==> src/rtl/csr_trap_ctrl_if.sv <==
// rtl/csr_trap_ctrl_if.sv - EX-stage instruction handshake into the CSR/trap sequencer
// Purpose: carries one EX instruction (valid/ready plus decoded CSR/trap fields).
// Signals:
//   ex_valid     EX carries a valid instruction this cycle
//   ex_ready     sequencer can accept an instruction
//   ex_ecall     instruction is ECALL
//   ex_mret      instruction is MRET
//   ex_csr_op    00 none, 01 RW, 10 RS, 11 RC
//   ex_csr_addr  target CSR address
//   ex_csr_src   rs1 value / zero-extended uimm
//   ex_pc        PC of the EX instruction
// Modports: master = pipeline side, slave = sequencer side.
interface csr_trap_ctrl_if #(
    parameter int DATA_WIDTH     = 32,
    parameter int CSR_ADDR_WIDTH = 12
);
    logic                      ex_valid;
    logic                      ex_ready;
    logic                      ex_ecall;
    logic                      ex_mret;
    logic [1:0]                ex_csr_op;
    logic [CSR_ADDR_WIDTH-1:0] ex_csr_addr;
    logic [DATA_WIDTH-1:0]     ex_csr_src;
    logic [DATA_WIDTH-1:0]     ex_pc;

    modport master (
        output ex_valid, ex_ecall, ex_mret, ex_csr_op, ex_csr_addr, ex_csr_src, ex_pc,
        input  ex_ready
    );

    modport slave (
        input  ex_valid, ex_ecall, ex_mret, ex_csr_op, ex_csr_addr, ex_csr_src, ex_pc,
        output ex_ready
    );
endinterface

==> src/rtl/csr_trap_ctrl.sv <==
// rtl/csr_trap_ctrl.sv - Zicsr / ECALL / MRET / illegal-write sequencer in front of the CSR file
// Purpose: accepts one EX instruction at a time, serialises its CSR writes one per cycle,
//          returns the old CSR value for rd and redirects fetch on trap entry / MRET.
// Ports:
//   clk, rst        clock, synchronous active-high reset
//   ex              EX instruction handshake (slave modport)
//   csr_addr_r      CSR read address (follows ex_csr_addr)
//   csr_rdata       read data for csr_addr_r
//   csr_mtvec/mepc/mstatus  current machine CSR values
//   csr_we/csr_addr_w/csr_wdata  registered single write port
//   csr_rd_valid/csr_rd_data     old CSR value for rd writeback (1-cycle pulse)
//   redirect_valid/redirect_pc   fetch redirect (1-cycle pulse)
module csr_trap_ctrl #(
    parameter int DATA_WIDTH     = 32,
    parameter int CSR_ADDR_WIDTH = 12,
    parameter int CAUSE_ECALL    = 11,
    parameter int CAUSE_ILLEGAL  = 2
) (
    input  logic                      clk,
    input  logic                      rst,
    csr_trap_ctrl_if.slave            ex,
    output logic [CSR_ADDR_WIDTH-1:0] csr_addr_r,
    input  logic [DATA_WIDTH-1:0]     csr_rdata,
    input  logic [DATA_WIDTH-1:0]     csr_mtvec,
    input  logic [DATA_WIDTH-1:0]     csr_mepc,
    input  logic [DATA_WIDTH-1:0]     csr_mstatus,
    output logic                      csr_we,
    output logic [CSR_ADDR_WIDTH-1:0] csr_addr_w,
    output logic [DATA_WIDTH-1:0]     csr_wdata,
    output logic                      csr_rd_valid,
    output logic [DATA_WIDTH-1:0]     csr_rd_data,
    output logic                      redirect_valid,
    output logic [DATA_WIDTH-1:0]     redirect_pc
);
    localparam logic [CSR_ADDR_WIDTH-1:0] ADDR_MSTATUS = CSR_ADDR_WIDTH'(12'h300);
    localparam logic [CSR_ADDR_WIDTH-1:0] ADDR_MEPC    = CSR_ADDR_WIDTH'(12'h341);
    localparam logic [CSR_ADDR_WIDTH-1:0] ADDR_MCAUSE  = CSR_ADDR_WIDTH'(12'h342);
    localparam logic [DATA_WIDTH-1:0]     ALIGN_MASK   = ~DATA_WIDTH'(3);

    typedef enum logic [2:0] {
        IDLE, CSR_WB, TRAP_EPC, TRAP_CAUSE, TRAP_STATUS, MRET_ST
    } state_t;

    state_t state_q, state_d;
    logic   cause_illegal_q, cause_illegal_d;

    logic                      we_d, rd_valid_d, redir_valid_d;
    logic [CSR_ADDR_WIDTH-1:0] addr_w_d;
    logic [DATA_WIDTH-1:0]     wdata_d, rd_data_d, redir_pc_d;
    logic [DATA_WIDTH-1:0]     new_val;
    logic                      wr_req;

    assign ex.ex_ready = (state_q == IDLE);
    assign csr_addr_r  = ex.ex_csr_addr;

    // Trap entry: stack MIE into MPIE, disable interrupts, previous mode = M.
    function automatic logic [DATA_WIDTH-1:0] trap_status(input logic [DATA_WIDTH-1:0] m);
        logic [DATA_WIDTH-1:0] s;
        s        = m;
        s[7]     = m[3];
        s[3]     = 1'b0;
        s[12:11] = 2'b11;
        return s;
    endfunction

    // Trap return: restore MIE from MPIE and set MPIE.
    function automatic logic [DATA_WIDTH-1:0] mret_status(input logic [DATA_WIDTH-1:0] m);
        logic [DATA_WIDTH-1:0] s;
        s        = m;
        s[3]     = m[7];
        s[7]     = 1'b1;
        s[12:11] = 2'b11;
        return s;
    endfunction

    always_comb begin
        state_d         = state_q;
        cause_illegal_d = cause_illegal_q;
        we_d            = 1'b0;
        addr_w_d        = '0;
        wdata_d         = '0;
        rd_valid_d      = 1'b0;
        rd_data_d       = '0;
        redir_valid_d   = 1'b0;
        redir_pc_d      = '0;

        unique case (ex.ex_csr_op)
            2'b10:   new_val = csr_rdata | ex.ex_csr_src;
            2'b11:   new_val = csr_rdata & ~ex.ex_csr_src;
            default: new_val = ex.ex_csr_src;
        endcase
        // RS/RC with a zero source are pure reads and must not write.
        wr_req = (ex.ex_csr_op == 2'b01) || (ex.ex_csr_src != '0);

        unique case (state_q)
            IDLE: begin
                if (ex.ex_valid) begin
                    if (ex.ex_ecall ||
                        (ex.ex_csr_op != 2'b00 && !ex.ex_mret && wr_req &&
                         ex.ex_csr_addr[CSR_ADDR_WIDTH-1 -: 2] == 2'b11)) begin
                        // ECALL or write to a read-only CSR: start trap entry with mepc.
                        state_d         = TRAP_EPC;
                        cause_illegal_d = !ex.ex_ecall;
                        we_d            = 1'b1;
                        addr_w_d        = ADDR_MEPC;
                        wdata_d         = ex.ex_pc & ALIGN_MASK;
                    end else if (ex.ex_mret) begin
                        state_d       = MRET_ST;
                        we_d          = 1'b1;
                        addr_w_d      = ADDR_MSTATUS;
                        wdata_d       = mret_status(csr_mstatus);
                        redir_valid_d = 1'b1;
                        redir_pc_d    = csr_mepc;
                    end else if (ex.ex_csr_op != 2'b00) begin
                        state_d    = CSR_WB;
                        rd_valid_d = 1'b1;
                        rd_data_d  = csr_rdata;
                        we_d       = wr_req;
                        addr_w_d   = ex.ex_csr_addr;
                        wdata_d    = new_val;
                    end
                end
            end
            TRAP_EPC: begin
                state_d  = TRAP_CAUSE;
                we_d     = 1'b1;
                addr_w_d = ADDR_MCAUSE;
                wdata_d  = cause_illegal_q ? DATA_WIDTH'(CAUSE_ILLEGAL) : DATA_WIDTH'(CAUSE_ECALL);
            end
            TRAP_CAUSE: begin
                state_d       = TRAP_STATUS;
                we_d          = 1'b1;
                addr_w_d      = ADDR_MSTATUS;
                wdata_d       = trap_status(csr_mstatus);
                redir_valid_d = 1'b1;
                redir_pc_d    = csr_mtvec & ALIGN_MASK;
            end
            default: state_d = IDLE;
        endcase
    end

    always_ff @(posedge clk) begin
        if (rst) begin
            state_q         <= IDLE;
            cause_illegal_q <= 1'b0;
            csr_we          <= 1'b0;
            csr_addr_w      <= '0;
            csr_wdata       <= '0;
            csr_rd_valid    <= 1'b0;
            csr_rd_data     <= '0;
            redirect_valid  <= 1'b0;
            redirect_pc     <= '0;
        end else begin
            state_q         <= state_d;
            cause_illegal_q <= cause_illegal_d;
            csr_we          <= we_d;
            csr_addr_w      <= addr_w_d;
            csr_wdata       <= wdata_d;
            csr_rd_valid    <= rd_valid_d;
            csr_rd_data     <= rd_data_d;
            redirect_valid  <= redir_valid_d;
            redirect_pc     <= redir_pc_d;
        end
    end
endmodule

==> src/flat_wrapper.sv <==
// flat-port wrapper written by rule: the top's interface ports become plain ports
module csr_trap_ctrl_flat 
#(
    parameter int DATA_WIDTH     = 32,
    parameter int CSR_ADDR_WIDTH = 12,
    parameter int CAUSE_ECALL    = 11,
    parameter int CAUSE_ILLEGAL  = 2
)
  (clk, rst, csr_addr_r, csr_rdata, csr_mtvec, csr_mepc, csr_mstatus, csr_we, csr_addr_w, csr_wdata, csr_rd_valid, csr_rd_data, redirect_valid, redirect_pc, ex_ex_valid, ex_ex_ecall, ex_ex_mret, ex_ex_csr_op, ex_ex_csr_addr, ex_ex_csr_src, ex_ex_pc, ex_ex_ready);
  csr_trap_ctrl_if #(.DATA_WIDTH(DATA_WIDTH), .CSR_ADDR_WIDTH(CSR_ADDR_WIDTH)) ex_i ();
  input  logic clk;
  input  logic rst;
  output logic [CSR_ADDR_WIDTH-1:0] csr_addr_r;
  input  logic [DATA_WIDTH-1:0] csr_rdata;
  input  logic [DATA_WIDTH-1:0] csr_mtvec;
  input  logic [DATA_WIDTH-1:0] csr_mepc;
  input  logic [DATA_WIDTH-1:0] csr_mstatus;
  output logic csr_we;
  output logic [CSR_ADDR_WIDTH-1:0] csr_addr_w;
  output logic [DATA_WIDTH-1:0] csr_wdata;
  output logic csr_rd_valid;
  output logic [DATA_WIDTH-1:0] csr_rd_data;
  output logic redirect_valid;
  output logic [DATA_WIDTH-1:0] redirect_pc;
  input wire logic [$bits(ex_i.ex_valid)-1:0] ex_ex_valid;
  input wire logic [$bits(ex_i.ex_ecall)-1:0] ex_ex_ecall;
  input wire logic [$bits(ex_i.ex_mret)-1:0] ex_ex_mret;
  input wire logic [$bits(ex_i.ex_csr_op)-1:0] ex_ex_csr_op;
  input wire logic [$bits(ex_i.ex_csr_addr)-1:0] ex_ex_csr_addr;
  input wire logic [$bits(ex_i.ex_csr_src)-1:0] ex_ex_csr_src;
  input wire logic [$bits(ex_i.ex_pc)-1:0] ex_ex_pc;
  output wire logic [$bits(ex_i.ex_ready)-1:0] ex_ex_ready;
  assign ex_i.ex_valid = ex_ex_valid;
  assign ex_i.ex_ecall = ex_ex_ecall;
  assign ex_i.ex_mret = ex_ex_mret;
  assign ex_i.ex_csr_op = ex_ex_csr_op;
  assign ex_i.ex_csr_addr = ex_ex_csr_addr;
  assign ex_i.ex_csr_src = ex_ex_csr_src;
  assign ex_i.ex_pc = ex_ex_pc;
  assign ex_ex_ready = ex_i.ex_ready;
  csr_trap_ctrl #(.DATA_WIDTH(DATA_WIDTH), .CSR_ADDR_WIDTH(CSR_ADDR_WIDTH), .CAUSE_ECALL(CAUSE_ECALL), .CAUSE_ILLEGAL(CAUSE_ILLEGAL)) u_core (.clk(clk), .rst(rst), .ex(ex_i), .csr_addr_r(csr_addr_r), .csr_rdata(csr_rdata), .csr_mtvec(csr_mtvec), .csr_mepc(csr_mepc), .csr_mstatus(csr_mstatus), .csr_we(csr_we), .csr_addr_w(csr_addr_w), .csr_wdata(csr_wdata), .csr_rd_valid(csr_rd_valid), .csr_rd_data(csr_rd_data), .redirect_valid(redirect_valid), .redirect_pc(redirect_pc));
endmodule
==> config.mk <==
export PLATFORM = sky130hd
export DESIGN_NAME = csr_trap_ctrl_flat
export DESIGN_NICKNAME = d
export VERILOG_FILES = /design/src/rtl/csr_trap_ctrl_if.sv /design/src/rtl/csr_trap_ctrl.sv /design/src/flat_wrapper.sv
export SDC_FILE = /design/constraint.sdc
export NUM_CORES = 1
export LEC_CHECK = 0
export CORE_AREA = 2 2 132 134
export DETAILED_ROUTE_END_ITERATION = 10
export DIE_AREA = 0 0 134 136
export GPL_TIMING_DRIVEN = 0
export PLACE_DENSITY = 0.72
export RECOVER_POWER = 100
export SYNTH_ARGS = -nofsm -noshare
export SYNTH_HDL_FRONTEND = slang
export SYNTH_SLANG_ARGS = --single-unit
==> constraint.sdc <==
create_clock -name clk -period 1.9 [get_ports clk]
set_input_delay 0.38 -clock clk [delete_from_list [all_inputs] [get_ports clk]]
set_output_delay 0.38 -clock clk [all_outputs]
set_load 0.05 [all_outputs]
=== Yosys cells after proc, flatten, opt, wreduce, memory -nomap -nowiden ===
Cells that the tools add are included.

* Flip-flop bits (word level): 115
* Bits in latches: 0
* RAM bits: 0
* ROM bits: 0
* Output and inout bits: 124
* Memories kept: 0

* $add $sub $neg: 0
* Multiply operators: 0
* Div/mod/pow operators: 0
* Magnitude comparators: 0
* Eq/ne operators: 8
* Shift operators: 0
* Mux-type cells: 31
* Bitwise operators: 6
* Reduce and logical (&&, ||, !) cells: 15

{| class="wikitable"
|+ Operator list
! cell !! count
|-
| $mux 32 || 7
|-
| $pmux 32 s2 || 2
|-
| $pmux 32 s3 || 1
|-
| $mux 12 || 4
|-
| $pmux 12 s3 || 1
|-
| $and 32x32->32 || 1
|-
| $not 32->32 || 1
|-
| $or 32x32->32 || 1
|-
| $reduce_bool 32->1 || 1
|-
| $mux 3 || 4
|-
| $pmux 3 s3 || 1
|-
| $mux 1 || 8
|-
| $eq 2x2->1 const B || 3
|-
| $eq 3x2->1 const B || 2
|-
| $reduce_or 6->1 || 1
|-
| $reduce_or 5->1 || 1
|-
| $mux 4 || 1
|-
| $ne 4x2->1 const B || 1
|-
| $pmux 1 s2 || 2
|-
| $logic_and 1x1->1 || 3
|-
| $logic_not 3->1 || 1
|-
| $not 1->1 || 3
|-
| $reduce_and 3->1 || 1
|-
| $eq 2x1->1 const B || 1
|-
| other kinds (6) || 8
|}

=== Longest topological paths before layout ===
* Word-level depth: 8
* Mapped depth: 8

=== Least setup slack after synthesis ===
OpenSTA, ideal clock, no wires.

* Path kind: register -> register
* Start: reg u_core.state_q[0]
* End: reg u_core.csr_wdata[11]
* Setup time: 0.086 ns
* Data arrival time: 2.106 ns
* Data required time: 1.814 ns
* Slack: -0.292 ns
* Stages on the path, launching flop included: 6
* Path buffers: 1
* Cell sequence: dfxtp_1 -> buf_2 -> nor3_1 -> and2_1 -> a21oi_1 -> a211oi_1

* Longest elaborated chain between the ends: 2

{| class="wikitable"
|+ Ends and longest elaborated chain
! what !! line !! source
|-
| from (decl) || csr_trap_ctrl.sv:44 || <nowiki>state_t state_q, state_d;</nowiki>
|-
| from (signal assigned) || csr_trap_ctrl.sv:154 || <nowiki>state_q <= state_d;</nowiki>
|-
| $logic_not 3->1 || - ||
|-
| net ex_ex_ready || flat_wrapper.sv:32 || <nowiki>output wire logic [$bits(ex_i.ex_ready)-1:0] ex_ex_ready;</nowiki>
|-
| $pmux 32 s3 || csr_trap_ctrl.sv:95 || <nowiki>unique case (state_q)</nowiki>
|-
| to (signal assigned) || csr_trap_ctrl.sv:158 || <nowiki>csr_wdata <= wdata_d;</nowiki>
|-
| to (decl) || csr_trap_ctrl.sv:29 || <nowiki>output logic [DATA_WIDTH-1:0] csr_wdata,</nowiki>
|}

The timed path passes the listed nets, and every way through them passes these cells.
A chain may end at the register's enable or synchronous reset.

=== Worst setup path in the final report ===
* Start: reg u_core.state_q[1]
* End: reg u_core.csr_wdata[27]

* Longest elaborated chain between the ends: 2

{| class="wikitable"
|+ Ends and longest elaborated chain
! what !! line
|-
| $eq 3x2->1 or $logic_not 3->1 (tied branches) || csr_trap_ctrl.sv:95
|-
| $pmux 32 s3 * || csr_trap_ctrl.sv:95
|}

Mark *: on every way between the ends. The rest lies on a longest branch, timed or not.

==> flow_metrics.env <==
export IMPL_status="finished, violations left"
export IMPL_violations="setup timing"
export IMPL_num_vias=5979
export IMPL_max_vdd_ir_drop_mv=0.616
export IMPL_wl_per_cell_um=19.9
export IMPL_final_cell_mix="clkdlybuf4s50_1, dlygate4sd2_1, dfxtp_1"
export IMPL_netlist_instances=567
export IMPL_async_reset_ff_frac=0
export IMPL_routed_wl_mm=23.6
export IMPL_io_buffers=327
export IMPL_worstMarginPinSlew_ps=916
export IMPL_finalSetupViolations=68
export IMPL_grt_pass1_vias=6043
export IMPL_netlist_area_mm2=0.00510
export IMPL_instances_no_fill=1183
export IMPL_drc_errors=0
export IMPL_layout_commonest_cell="clkdlybuf4s50_1"
export IMPL_cts_buffers=17
export IMPL_dpl_worst_slack_ps=-1150
export IMPL_yosysWarnings=0
export IMPL_syn_to_final_growth_pct=101
export IMPL_hp_start="ex_ex_valid"
export IMPL_clock_root_buffer="clkbuf_16"
export IMPL_dp_cells=1119
export IMPL_cts_sinks=115
export IMPL_cts_path_max_buffers=2
export IMPL_die_area_mm2=0.0182
export IMPL_power_leakage_nw=4.56
export IMPL_grt_max_degree=17
export IMPL_powerDensity_mw_per_mm2=736
export IMPL_crit_start="u_core.state_q[1]"
export IMPL_worst_ep_required_time_ps=2230
export IMPL_vias_per_cell=5.05
export IMPL_die_h_um=136
export IMPL_core_area_mm2=0.0169
export IMPL_yosysUniqueCellTypes=40
export IMPL_drive_above_1_share=0.208
export IMPL_synth_edf_count=0
export IMPL_num_rows=48
export IMPL_ys_seq_area_frac=0.451
export IMPL_synth_area_per_cell_um2=8.99
export IMPL_chipWidth_um=134
export IMPL_synthFlopType="dfxtp_1"
export IMPL_r2r_start="u_core.state_q[1]"
export IMPL_syn_nets=778
export IMPL_cts_tree="done"
export IMPL_crit_path_end_kind="flip-flop"
export IMPL_grt_setup_unrepaired="yes"
export IMPL_maxCapViolations=0
export IMPL_crit_path_top_delay_cell="or4b_4"
export IMPL_period_share=1.05
export IMPL_insertion_delay_ps=420
export IMPL_critPathKind="reg -> reg"
export IMPL_antenna_found_initial=2
export IMPL_cp_cell_sequence="or4b_4 -> nor2_4 -> and4b_4 -> buf_6 -> o221ai_4 -> a31oi_2"
export IMPL_max_freq_ghz=0.499
export IMPL_clkSlewWorstSetupHoldPaths_ps=60
export IMPL_gp_congestion=0.853
export IMPL_grt_usage=0.249
export IMPL_ant_nets=0
export IMPL_hold_class="in -> reg"
export IMPL_drv_slew=0
export IMPL_clock_skew_final_ps=8.32
export IMPL_hold_viol=0
export IMPL_ios=335
export IMPL_post_route_util=0.607
export IMPL_grt_overflow_total=0
export IMPL_drt_iter0_markers=288
export IMPL_firstDrtPassIters=5
export IMPL_relSlewSlack=0.389
export IMPL_fin_crit_ps=2000
export IMPL_grt_pass1_wl_mm=34.2
export IMPL_num_antenna_cells=0
export IMPL_htreeDepth=4
export IMPL_arrival_ps=2330
export IMPL_slowest_delay_ps=610
export IMPL_ys_ff_latch=115
export IMPL_holdBufCountCts=0
export IMPL_initial_core_util=0.302
export IMPL_hpwl_mm=17.5
export IMPL_worstPathMaxFanout=6
export IMPL_start_kind="flip-flop"
export IMPL_nets=1156
export IMPL_fin_ws_ps=-103
through the flow:
step                      hold WS (ps)  setup TNS (ps)  power [W]  area (µm²)
after global routing               457           -9620    0.00781       10200
after detailed placement           504         -105650    0.00423        8680
after floorplan                    453           -2450    0.00338        5120
after CTS                          430           -5220    0.00750        9890
final                              449           -2830    0.00753       10200
after global placement             501         -105290    0.00422        8680
critical path: cells and delay by family, from the launching register on:
kind | cells | cell delay [ps]
compound gates | 2 | 310
buf+inv | 1 | 170
flops | 1 | 340
simple gates | 3 | 1080
logic make-up (layout without fill, tap and decap cells):
kind of cell,after synthesis,count (layout),share of synthesized area
flip-flops,115,115,0.451
buffers and inverters,96,487,0.0849
AND/OR/NAND/NOR,174,174,0.167
AO/OA/AOI/OAI,149,149,0.232
multiplexers,32,32,0.0628
XOR/XNOR,1,1,0.00172
registers in the layout, summed over array words and instances (netlist names):
| register | cells |
|---|---|
| u_core.csr_rd_valid | 1 |
| u_core.csr_rd_data | 32 |
| u_core.csr_addr_w | 12 |
| u_core.redirect_pc | 32 |
| u_core.cause_illegal_q | 1 |
| u_core.redirect_valid | 1 |
| u_core.csr_wdata | 32 |
| u_core.state_q | 3 |
| u_core.csr_we | 1 |
final timing paths:
check / to / slack, ps / cells past startpoint
min: u_core.csr_addr_w[6] / 450 / 3
max reg2reg: u_core.csr_wdata[27] / -100 / 6
max: u_core.csr_wdata[27] / -100 / 6
min reg2reg: u_core.cause_illegal_q / 530 / 2
layer usage:
| metal | share of wire | up-vias | track usage |
|---|---|---|---|
| li1 | - | 2812 | - |
| met1 | 0.39 | 2810 | 0.289 |
| met2 | 0.49 | 295 | 0.430 |
| met3 | 0.082 | 60 | 0.0824 |
| met4 | 0.034 | 2 | 0.0898 |
| met5 | 0.00047 | - | 0 |
cells in the mapped netlist (8+ instances only):
master    number  area share
dfxtp_1      115        0.45
nand2_1       59       0.043
nor2_1        45       0.033
and2_1        40       0.049
inv_1         35       0.026
a31oi_1       32       0.039
mux2i_1       32       0.063
a22oi_1       30       0.044
a221o_1       29       0.057
clkbuf_1      29       0.021
o221ai_1      28       0.048
buf_2         16       0.016
buf_4         13       0.019
nor4_1        10       0.012
o21ai_0        8      0.0079
cell type report:
class                      instances  area, µm²
buffer                            58        450
clock buffer                      17        425
clock inverter                    15        156
fill                            1495       6630
inverter                          35        131
multi-input combinational        356       2930
sequential                       115       2310
tap                              225        282
timing repair buffer             362       3550
report_power, final:
group,internal [W],switching [W]
clock,0.00193,0.00123
sequential,0.00250,0.0000231
combinational,0.000826,0.00102
total,0.00526,0.00227
repair_timing:
item | 4_1_cts | 5_1_grt
resized for setup | 270 | 92
gates cloned | 10 | 3
pin swaps | 45 | 33
buffers inserted | 19 | 5
endpoints found under the setup margin | 237 | 108
Power figures use the tool's default switching activity.
